File: config.mk
export PLATFORM = sky130hd
export DESIGN_NAME = counter_sweep_ctrl
export DESIGN_NICKNAME = d
export VERILOG_FILES = /design/src/rtl/counter_sweep_ctrl.sv
export SDC_FILE = /design/constraint.sdc
export NUM_CORES = 1
export LEC_CHECK = 0
export ABC_AREA = 1
export BUFFER_PORTS_ARGS = -buffer_cell sky130_fd_sc_hd__buf_2
export CORE_ASPECT_RATIO = 1.1
export CORE_MARGIN = 3
export CORE_UTILIZATION = 29
export CTS_CLUSTER_SIZE = 12
export DETAILED_ROUTE_END_ITERATION = 10
export GPL_TIMING_DRIVEN = 0
export HOLD_SLACK_MARGIN = 0.02
export PLACE_DENSITY = 0.61
export SLEW_MARGIN = 10
export SYNTH_ARGS = -nofsm -noshare
export SYNTH_HDL_FRONTEND = slang
export SYNTH_SLANG_ARGS = --single-unit
File: constraint.sdc
create_clock -name clk -period 1.8 [get_ports clk]
set_clock_uncertainty 0.15 [all_clocks]
set_input_delay 0.18 -clock clk [delete_from_list [all_inputs] [get_ports clk]]
set_output_delay 0.18 -clock clk [all_outputs]
set_load 0.01 [all_outputs]
File: src/rtl/counter_sweep_ctrl.sv
// counter_sweep_ctrl
//   Control stage in front of an up/down counter. It drives the counter's
//   enable and direction and watches the count through counter_in. The count
//   sweeps up and down between LOW_LIMIT and HIGH_LIMIT and pauses for DWELL
//   cycles at each limit before reversing.
//
//   Optional build macro: SWEEP_SINGLE_SHOT_EN. When defined, the block does
//   one full sweep and then returns to IDLE at the end of the low dwell.
//
// Ports
//   clk         in   system clock, rising edge
//   rst         in   asynchronous reset, active low
//   start       in   pulse; begins sweeping from IDLE
//   stop        in   pulse; returns to IDLE from any state
//   counter_in  in   current counter value (feedback), WIDTH bits
//   enable      out  counter enable, high only in UP and DOWN
//   direction   out  counter direction, 1 = up, 0 = down (registered)
//   busy        out  high whenever the state is not IDLE
//   turn        out  one-cycle pulse on each reversal (registered)
//   sweep_count out  completed up+down sweeps, wraps at 255
module counter_sweep_ctrl #(
  parameter int WIDTH      = 8,
  parameter int LOW_LIMIT  = 0,
  parameter int HIGH_LIMIT = 30,
  parameter int DWELL      = 4
) (
  input  logic             clk,
  input  logic             rst,
  input  logic             start,
  input  logic             stop,
  input  logic [WIDTH-1:0] counter_in,
  output logic             enable,
  output logic             direction,
  output logic             busy,
  output logic             turn,
  output logic [7:0]       sweep_count
);

  typedef enum logic [2:0] {
    IDLE     = 3'd0,
    UP       = 3'd1,
    DWELL_HI = 3'd2,
    DOWN     = 3'd3,
    DWELL_LO = 3'd4
  } state_e;

  localparam int DCW = (DWELL > 1) ? $clog2(DWELL) : 1;

  localparam logic [WIDTH-1:0] HI_LIM     = WIDTH'(HIGH_LIMIT);
  // Leave UP/DOWN one count early: the counter still takes the step on the
  // transition edge, so it lands exactly on the limit as enable drops.
  localparam logic [WIDTH-1:0] HI_TRIG    = WIDTH'(HIGH_LIMIT - 1);
  localparam logic [WIDTH-1:0] LO_TRIG    = WIDTH'(LOW_LIMIT + 1);
  localparam logic [DCW-1:0]   DWELL_LAST = DCW'(DWELL - 1);

  state_e           state_q, state_d;
  logic             dir_q, dir_d;
  logic             turn_q, turn_d;
  logic [7:0]       sweep_q, sweep_d;
  logic [DCW-1:0]   dwell_q, dwell_d;

  always_ff @(posedge clk or negedge rst) begin
    if (!rst) begin
      state_q <= IDLE;
      dir_q   <= 1'b1;
      turn_q  <= 1'b0;
      sweep_q <= 8'd0;
      dwell_q <= '0;
    end else begin
      state_q <= state_d;
      dir_q   <= dir_d;
      turn_q  <= turn_d;
      sweep_q <= sweep_d;
      dwell_q <= dwell_d;
    end
  end

  always_comb begin
    state_d = state_q;
    dir_d   = dir_q;
    turn_d  = 1'b0;
    sweep_d = sweep_q;
    dwell_d = dwell_q;

    if (stop) begin
      // stop wins over everything; direction and sweep_count are kept
      state_d = IDLE;
      dwell_d = '0;
    end else begin
      case (state_q)
        IDLE: begin
          if (start) begin
            dwell_d = '0;
            if (counter_in >= HI_LIM) begin
              state_d = DOWN;
              dir_d   = 1'b0;
            end else begin
              state_d = UP;
              dir_d   = 1'b1;
            end
          end
        end
        UP: begin
          // >= also catches feedback already past the limit: no wrap-around
          if (counter_in >= HI_TRIG) begin
            state_d = DWELL_HI;
            dwell_d = '0;
          end
        end
        DWELL_HI: begin
          if (dwell_q == DWELL_LAST) begin
            state_d = DOWN;
            dir_d   = 1'b0;
            turn_d  = 1'b1;
            dwell_d = '0;
          end else begin
            dwell_d = dwell_q + DCW'(1);
          end
        end
        DOWN: begin
          if (counter_in <= LO_TRIG) begin
            state_d = DWELL_LO;
            dwell_d = '0;
          end
        end
        DWELL_LO: begin
          if (dwell_q == DWELL_LAST) begin
`ifdef SWEEP_SINGLE_SHOT_EN
            state_d = IDLE;
`else
            state_d = UP;
`endif
            dir_d   = 1'b1;
            turn_d  = 1'b1;
            sweep_d = sweep_q + 8'd1;
            dwell_d = '0;
          end else begin
            dwell_d = dwell_q + DCW'(1);
          end
        end
        default: begin
          state_d = IDLE;
          dwell_d = '0;
        end
      endcase
    end
  end

  assign enable      = (state_q == UP) || (state_q == DOWN);
  assign busy        = (state_q != IDLE);
  assign direction   = dir_q;
  assign turn        = turn_q;
  assign sweep_count = sweep_q;

endmodule

==> reports/summary.txt, run 1 <==
placed cells: 164
main flop type after synthesis: dfrtp_1
All-Layer GR Usage: 0.102
RSZ-0062 raised after global routing: false
Crit Path Category: flip-flop to output port
VDD IR max: 0.356 mV
dpl cell area: 1030 sq um
Slew @ Worst Pin: 0.342 ns
Final min period: 1.67 ns
clock tree from TritonCTS: done
Min-Delay Path Class: input pin to flip-flop
core area: 2830 sq um
GPL Wtd Cong: 0.773
Mapped Cells: 108
Worst setup EP type: output port
Avg WL per Cell: 10.1 microns
Post-DRT Antenna Nets: 0
Area Growth Syn to Fin: 22.3%
Post-synth ARST share: 1.00
Synth Warn #: 0
Final setup viols: 0
first-pass GRT wire length: 3030 microns
fmax: 598 MHz
Die Y: 63.6 microns
critical path peak fanout: 3
Std-Cell Rows: 20
Fin Hold WS: 0.0666 ns
leakage power: 0.602 nW
Setup TNS: 0 ns
grt ovf: 0
register area share after synthesis: 0.431
WL met3: 136 microns
status: completed
layout cell share with drive strength beyond 1: 0.272
Initial DRC Count: 44
fin area: 1070 sq um
CTS Buffer Depth: 2
vias in the first global route: 736
final WL: 1700 microns
Die W: 58.4 microns
synthesized net count: 122
Power Density: 910 nW/um^2
largest net degree at the start of global routing: 16
vias per cell: 4.57
EDFF count, synth: 0
number of I/O pins: 24
antenna diode count: 0
CP arrival: 1.34 ns
Worst-path clk slew: 0.09 ns
Initial Util: 0.309
Worst slew margin: 0.772
detailed-route DRC error count: 0
Top Layer Used: met4
die area: 3710 sq um
Cell Area, Synth: 875 sq um
CTS buffer count: 3
max_cap viols: 0
CP Launch Type: flip-flop
root buffer cell: clkbuf_4
IO Port Bufs: 23
Clock Sinks: 15
Metal-1 WL: 719 microns
worst skew pair latency: 0.28 ns
final cell count without fillers: 169
Slew Viols, Final: 0
Post-Syn Area per Cell: 8.10 sq um
synth unique cells: 25
Tcrit/Tclk final: 0.929
DR pass1 iterations: 4
H-tree depth: 1
initial antenna violation count: 0
Vias: 773
Crit path required time: 1.47 ns
DR WL met2: 838 microns
Post CTS Setup Buffer Count: 0
#FFs+latches synth: 15
post-DP HPWL: 1400 microns
Final Hold Viols: 0
Final #Nets: 151
-- synthesized netlist by cell type, drive strengths merged, types with 2 or more instances --
master  number  share of area
o21ai        5          0.029
nand3        7          0.040
nor3         3          0.017
ha           2          0.029
o21bai       2          0.017
dfrtp       14           0.40
nand4        5          0.053
inv         19          0.082
or2          2          0.017
xor2         2          0.020
nor2        12          0.063
xnor2        4          0.040
nand2       25           0.11
-- worst paths after layout --
path | startpoint | endpoint | slack [ns] | cells past startpoint
setup / recovery | state_q[1]$_DFFE_PN0P_ | busy | 0.13 | 5
hold / removal | start | state_q[0]$_DFFE_PN0P_ | 0.07 | 3
setup reg to reg | dwell_q[0]$_DFFE_PN0P_ | sweep_count[7]$_DFFE_PN0P_ | 0.16 | 7
hold reg to reg | direction$_DFFE_PN1P_ | direction$_DFFE_PN1P_ | 0.34 | 2
max in group asynchronous | rst | direction$_DFFE_PN1P_ | 1.01 | 2
min in group asynchronous | rst | sweep_count[0]$_DFFE_PN0P_ | 0.18 | 2
-- per-layer routing --
metal	GRT usage	vias to the layer above
met4	0.0348	0
met3	0.0246	2
met5	0	-
met2	0.172	25
met1	0.124	345
li1	-	401
-- worst max-delay path, cell delays in order (launching register included) --
cell,delay (ns)
dfrtp_1,0.41
nor2_2,0.20
inv_1,0.09
nor2_2,0.14
inv_1,0.08
buf_2,0.14
-- metrics by stage --
| stage | util | power (mW) | worst slack [ns] |
|---|---|---|---|
| after CTS | 0.377 | 0.988 | 0.0666 |
| final | 0.378 | 0.974 | 0.127 |
| after global placement | 0.365 | 0.782 | 0.203 |
| after detailed placement | 0.365 | 0.792 | 0.158 |
| after global routing | 0.378 | 1.07 | 0.00470 |
| after floorplan | - | 0.682 | 0.305 |
-- registers in the layout, summed over array words and instances, names as in the netlist --
signal / flops
turn: 1
dwell_q: 2
state_q: 3
direction: 1
sweep_count: 8
-- timing repair --
action | in CTS | in global routing
setup endpoints to repair | 0 | 1
hold endpoints to repair | 15 | 0
hold buffers | 1 | 0
gates resized for setup | 0 | 1
-- area by class of cell --
cell class / count / area [sq um]
fillers: 309 / 1760
multi-input cells: 74 / 429
flip-flops and latches: 15 / 377
repair buffers: 24 / 125
inverters: 19 / 71.3
well taps: 33 / 41.3
clock buffers: 4 / 26.3
-- kinds of logic after synthesis --
family          synth area share
simple gates               0.312
buf+inv                   0.0815
flops                      0.431
compound gates            0.0744
xor+xnor                  0.0601
fa+ha+maj                 0.0286
mux                       0.0129
-- cell usage in the layout, fill, tap and decap left out --
master,n
a21oi_1,1
buf_2,23
clkbuf_1,1
clkbuf_4,3
dfrtp_1,14
dfstp_2,1
dlygate4sd3_1,1
ha_1,2
inv_1,18
inv_2,1
mux2_2,1
nand2_1,23
nand2_2,2
nand3_1,7
nand3b_1,1
nand4_1,4
nand4_4,1
nor2_1,9
nor2_2,2
nor2_4,1
nor3_1,3
o211ai_2,1
o21ai_0,5
o21bai_1,2
o31ai_1,1
or2_1,1
or2_4,1
xnor2_1,4
xor2_1,2
-- where the power goes --
part | switching [mW] | internal [mW] | total (mW) | leakage [nW]
registers | 0.0358 | 0.386 | 0.422 | 0.203
logic | 0.228 | 0.135 | 0.363 | 0.384
clock network | 0.103 | 0.0859 | 0.189 | 0.0150
total | 0.367 | 0.607 | 0.974 | 0.602
Power figures use the tool's default switching activity.
==> inputs of run 2 (changes only) <==
Settings changed: CORE_UTILIZATION 29 to 45, PLACE_DENSITY 0.61 to 0.73.
Clock period 1.8 ns to 1.35 ns, I/O delays scaled along.
==> run 2 against run 1 <==
The run now ends with setup timing left; sequential power rose by 40%; sequential share of layout area shrank 6.6 points; register-to-register slack worse by 0.35 ns; critical path depth did not move.
==> reports/summary.txt, run 2 (same netlist as run 1, synthesis figures left out) <==
status: finished with violations (was completed)
violated checks: setup timing
Area Growth Syn to Fin: 50.9% (was 22.3%)
FF-to-FF Start: state_q[1]$_DFFE_PN0P_ (was dwell_q[0]$_DFFE_PN0P_)
Tcrit/Tclk final: 1.14
antenna diode count: 0 (unchanged)
core area: 1800 sq um (was 2830 sq um)
max_cap viols: 0 (unchanged)
CTS Buffer Depth: 2 (unchanged)
clock tree from TritonCTS: done (unchanged)
critical path peak fanout: 3 (unchanged)
vias in the first global route: 815 (was 736)
Worst-path clk slew: 0.10 ns (was 0.09 ns)
Multi-input gate area: 549 sq um (was 429 sq um)
Post-DRT Antenna Nets: 0 (unchanged)
hold path start: stop (was start)
Final min period: 1.54 ns
All-Layer GR Usage: 0.200 (was 0.102)
sw frac: 0.403 (was 0.376)
Avg WL per Cell: 12.9 microns (was 10.1 microns)
commonest non-fill, non-tap cell in the layout: buf_2
Crit Path Category: flip-flop to output port (unchanged)
Die W: 48.0 microns (was 58.4 microns)
Net Switching: 0.736 mW (was 0.367 mW)
CP arrival: 1.26 ns (was 1.34 ns)
Fin Hold WS: 0.0427 ns (was 0.0666 ns)
Worst slew margin: 0.744 (was 0.772)
Clk pwr share: 0.144 (was 0.194)
cells on worst reg2reg path: 7 (unchanged)
Final Hold Viols: 0 (unchanged)
Setup TNS: -1.64 ns (was 0 ns)
Initial Util: 0.485 (was 0.309)
RSZ-0062 raised after global routing: true (was false)
number of flip-flops in the largest register: 8 (unchanged)
Hold Path Stages: 4 (was 3)
Slew Viols, Final: 0 (unchanged)
number of I/O pins: 24 (unchanged)
layout cell share with drive strength beyond 1: 0.487 (was 0.272)
Clock Sinks: 15 (unchanged)
final setup margin: -0.192 ns (was 0.127 ns)
Std-Cell Rows: 16 (was 20)
Die Y: 52.2 microns (was 63.6 microns)
DR pass1 iterations: 6 (was 4)
initial antenna violation count: 0 (unchanged)
Vias: 884 (was 773)
CP Launch Type: flip-flop (unchanged)
IO Port Bufs: 23 (unchanged)
Min-Delay Path Class: input pin to flip-flop (unchanged)
die area: 2510 sq um (was 3710 sq um)
post-DP HPWL: 1330 microns (was 1400 microns)
r2r setup slk: -0.19 ns (was 0.16 ns)
Final setup viols: 14 (was 0)
Final #Nets: 165 (was 151)
P_int: 1.09 mW (was 0.607 mW)
Worst R2R End: sweep_count[7]$_DFFE_PN0P_ (unchanged)
root buffer cell: clkbuf_4 (unchanged)
Reg area: 378 sq um (was 377 sq um)
Power Density: 1380 nW/um^2 (was 910 nW/um^2)
Fillers: 126 (was 309)
detailed-route DRC error count: 0 (unchanged)
most frequent cells in the layout: buf_2, nand2_1, inv_1, dfrtp_1 (was nand2_1, buf_2, inv_1, dfrtp_1, nor2_1)
hold path endpoint: direction$_DFFE_PN1P_ (was state_q[0]$_DFFE_PN0P_)
Worst setup EP type: output port (unchanged)
largest net degree at the start of global routing: 16 (unchanged)
Slew @ Worst Pin: 0.380 ns (was 0.342 ns)
GPL Wtd Cong: 0.949 (was 0.773)
final WL: 2170 microns (was 1700 microns)
CTS buffer count: 3 (unchanged)
H-tree depth: 1 (unchanged)
grt ovf: 0 (unchanged)
vias per cell: 5.26 (was 4.57)
fmax: 648 MHz
Crit path required time: 1.07 ns (was 1.47 ns)
VDD IR max: 1.04 mV (was 0.356 mV)
first-pass GRT wire length: 3480 microns (was 3030 microns)
worst skew pair latency: 0.29 ns (was 0.28 ns)
Initial DRC Count: 8 (was 44)
Comb pwr share: 0.532 (was 0.373)
leakage power: 0.700 nW (was 0.602 nW)
Seq pwr share: 0.324 (was 0.434)
run 2: cell types whose count changed in the layout (fill, tap and decap cells not counted), moves of 4 or more:
cell / previous run / this run
buf_4: 0 / 7
buf_6: 0 / 7
inv_1: 18 / 13
nor2_4: 1 / 5
o21ai_0: 5 / 1
run 2: worst max path at each step:
stage	slack, ns	from	cells after the start	end
2_1_floorplan	-0.09	dwell_q[1]$_DFFE_PN0P_	7	sweep_count[7]$_DFFE_PN0P_
6_report	-0.19	state_q[1]$_DFFE_PN0P_	5	busy
3_5_place_dp	-0.19	dwell_q[1]$_DFFE_PN0P_	7	sweep_count[7]$_DFFE_PN0P_
4_1_cts	-0.19	state_q[0]$_DFFE_PN0P_	5	busy
5_1_grt	-0.26	state_q[1]$_DFFE_PN0P_	5	busy
3_3_place_gp	-0.15	state_q[1]$_DFFE_PN0P_	7	sweep_count[7]$_DFFE_PN0P_
run 2: per-stage QoR:
stage	area [sq um]	utilization	instances	setup slack (ns)	power, mW
floorplan	892	-	108	-0.0887	0.938
global placement	1030	0.572	149	-0.154	1.06
detailed placement	1030	0.572	149	-0.190	1.08
CTS	1270	0.707	169	-0.193	1.72
global route	1320	0.733	168	-0.263	1.97
finish	1320	0.733	168	-0.192	1.83
run 2: power by group through the flow:
stage	sequential, mW	clock (mW)	combinational (mW)
finish	0.591	0.264	0.972
global route	0.600	0.296	1.07
global placement	0.584	0	0.480
detailed placement	0.586	0	0.494
CTS	0.581	0.273	0.867
floorplan	0.585	0	0.352
run 2: routing by layer:
| metal | global-route usage | up-vias | routed length, microns |
|---|---|---|---|
| li1 | - | 428 | - |
| met1 | 0.241 | 422 | 804 |
| met2 | 0.330 | 30 | 1230 |
| met3 | 0.0515 | 4 | 95 |
| met4 | 0.0717 | 0 | 36 |
| met5 | 0 | - | 0 |
run 2: area by class of cell:
type	count	share of cell area
inverter	19	0.0616
clock inverter	1	0.00379
clock buffer	3	0.0171
multi-input combinational	74	0.416
tap	18	0.0171
sequential	15	0.286
timing repair buffer	38	0.198
run 2: critical path, stage by stage, from the launching register on:
cell and delay (ns):
dfrtp_1 0.43, nor2_4 0.18, inv_2 0.07, nor2_4 0.11
inv_2 0.06, buf_6 0.12
run 2: repair_timing:
item / in CTS / in global routing
buffers inserted: 15 / 0
hold buffers: 2 / 0
pin swaps: 17 / 15
cloned: 0 / 0
setup endpoints to repair: 12 / 16
gates resized for setup: 31 / 14
endpoints found under the hold margin: 16 / 0
==> inputs of run 3 (changes only) <==
Settings changed: SETUP_SLACK_MARGIN from default to 0.02, SKIP_LAST_GASP from default to 1.
==> run 3 against run 2 <==
The run still ends with setup timing left; power is 5.3% higher; die area stayed put; cell count is 1.8% higher; register-to-register slack worse by 0.11 ns; clock power hardly changed; cell area is 0.47% higher; hold slack better by 0.0039 ns; critical endpoint is now state_q[1]$_DFFE_PN0P_.
==> reports/summary.txt, run 3 (same netlist as run 1, synthesis figures left out) <==
worst skew pair latency: 0.29 ns (about the same)
initial antenna violation count: 0 (unchanged)
final cell count without fillers: 171 (was 168)
worst slack, placed: -0.190 ns (unchanged)
Post-DRT Antenna Nets: 0 (unchanged)
Final min period: 1.66 ns (was 1.54 ns)
sw frac: 0.403 (about the same)
violated checks: setup timing (unchanged)
fin util: 0.736 (was 0.733)
Seq pwr share: 0.306 (was 0.324)
Net Switching: 0.775 mW (was 0.736 mW)
Area Growth Syn to Fin: 51.6% (was 50.9%)
CP Launch Point: state_q[1]$_DFFE_PN0P_ (unchanged)
Worst setup EP type: flip-flop (was output port)
Initial Util: 0.485 (unchanged)
FF-to-FF Start: state_q[1]$_DFFE_PN0P_ (unchanged)
H-tree depth: 1 (unchanged)
detailed-route DRC error count: 0 (unchanged)
vias in the first global route: 804 (was 815)
Comb pwr share: 0.556 (was 0.532)
met2 Usage GRT: 0.306 (was 0.330)
Final setup viols: 15 (was 14)
max_cap viols: 0 (unchanged)
Hold Path Stages: 4 (unchanged)
CP arrival: 1.72 ns (was 1.26 ns)
antenna diode count: 0 (unchanged)
CP Launch Type: flip-flop (unchanged)
Final Hold Viols: 0 (unchanged)
GPL Wtd Cong: 0.949 (unchanged)
Die W: 48.0 microns (unchanged)
hold path endpoint: direction$_DFFE_PN1P_ (unchanged)
most frequent cells in the layout: buf_2, nand2_1, inv_1, dfrtp_1, buf_4 (was buf_2, nand2_1, inv_1, dfrtp_1)
Worst-path clk slew: 0.10 ns (about the same)
final WL: 2260 microns (was 2170 microns)
root buffer cell: clkbuf_4 (unchanged)
CTS Buffer Depth: 2 (unchanged)
IO Port Bufs: 23 (unchanged)
die area: 2510 sq um (unchanged)
commonest non-fill, non-tap cell in the layout: buf_2 (unchanged)
clock tree from TritonCTS: done (unchanged)
All-Layer GR Usage: 0.191 (was 0.200)
Slew @ Worst Pin: 0.375 ns (was 0.380 ns)
met3 Use GR: 0.0515 (unchanged)
Min-Delay Path Class: input pin to flip-flop (unchanged)
critical path peak fanout: 3 (unchanged)
vias per cell: 5.29 (was 5.26)
first-pass GRT wire length: 3370 microns (was 3480 microns)
cells on worst reg2reg path: 7 (unchanged)
P_int: 1.15 mW (was 1.09 mW)
Crit Path Category: flip-flop to flip-flop (was flip-flop to output port)
Tcrit/Tclk final: 1.23 (was 1.14)
post-DP HPWL: 1330 microns (unchanged)
Vias: 905 (was 884)
number of flip-flops in the largest register: 8 (unchanged)
Die Y: 52.2 microns (unchanged)
met1 GRT Util: 0.239 (was 0.241)
Clk pwr share: 0.138 (was 0.144)
layout cell share with drive strength beyond 1: 0.490 (was 0.487)
VDD IR max: 1.01 mV (was 1.04 mV)
Power Density: 1450 nW/um^2 (was 1380 nW/um^2)
Final #Nets: 168 (was 165)
r2r setup slk: -0.31 ns (was -0.19 ns)
number of I/O pins: 24 (unchanged)
fmax: 604 MHz (was 648 MHz)
Worst R2R End: state_q[1]$_DFFE_PN0P_ (was sweep_count[7]$_DFFE_PN0P_)
Worst slew margin: 0.747 (was 0.744)
layer carrying the most global-route usage: met2 (unchanged)
CTS buffer count: 3 (unchanged)
hold path start: stop (unchanged)
Initial DRC Count: 8 (unchanged)
Avg WL per Cell: 13.2 microns (was 12.9 microns)
final setup margin: -0.306 ns (was -0.192 ns)
core area: 1800 sq um (unchanged)
Slew Viols, Final: 0 (unchanged)
Std-Cell Rows: 16 (unchanged)
Clock Sinks: 15 (unchanged)
leakage power: 0.705 nW (was 0.700 nW)
RSZ-0062 raised after global routing: true (unchanged)
status: finished with violations (unchanged)
DR pass1 iterations: 4 (was 6)
grt ovf: 0 (unchanged)
Crit path required time: 1.41 ns (was 1.07 ns)
placed cells: 149 (unchanged)
largest net degree at the start of global routing: 16 (unchanged)
## run 3: area by class of cell
cell class	instances	area, sq um
tap	18	22.5
multi-input combinational	74	533
clock buffer	3	22.5
fill	125	475
timing repair buffer	41	284
sequential	15	378
inverter	19	81.3
clock inverter	1	5.00
## run 3: critical path, cell delays in order (launching register included)
cell and delay [ns]:
dfrtp_1 0.42, buf_6 0.14, inv_4 0.03, nor2_2 0.14
nand2_4 0.09, buf_6 0.13, o31ai_1 0.28, o21bai_1 0.19
## run 3: routing by layer
layer | wire (microns) | vias up
met5 | 0 | -
met4 | 59 | 0
met3 | 92 | 7
met2 | 1270 | 26
met1 | 833 | 435
li1 | - | 437
## run 3: power by group through the flow
stage               logic [mW]  registers, mW  clock network, mW
floorplan                0.352          0.585                  0
global placement         0.480          0.584                  0
detailed placement       0.494          0.586                  0
CTS                      0.851          0.581              0.273
global route              1.16          0.597              0.297
finish                    1.07          0.588              0.266
## run 3: metrics by stage
stage | instance area [sq um] | power, mW | hold slack (ns) | setup TNS, ns
6_report | 1330 | 1.92 | 0.0465 | -2.01
5_1_grt | 1330 | 2.06 | 0.0696 | -3.32
4_1_cts | 1260 | 1.70 | 0.0393 | -1.71
3_5_place_dp | 1030 | 1.08 | -0.0907 | -0.994
3_3_place_gp | 1030 | 1.06 | -0.0942 | -0.813
2_1_floorplan | 892 | 0.938 | -0.311 | -0.141
## run 3: worst max-delay path by stage
stage | slack (ns) | endpoint | cells after the start
after global placement | -0.15 | sweep_count[7]$_DFFE_PN0P_ | 7
final | -0.31 | state_q[1]$_DFFE_PN0P_ | 7
after floorplan | -0.09 | sweep_count[7]$_DFFE_PN0P_ | 7
after global routing | -0.40 | state_q[1]$_DFFE_PN0P_ | 7
after detailed placement | -0.19 | sweep_count[7]$_DFFE_PN0P_ | 7
after CTS | -0.19 | busy | 5
## run 3: what timing repair did
item / 4_1_cts / 5_1_grt
hold endpoints to repair: 16 / 0
pin swaps: 17 / 14
setup endpoints to repair: 13 / 16
gates resized for setup: 29 / 13
hold buffers: 2 / 0
buffers inserted: 15 / 2
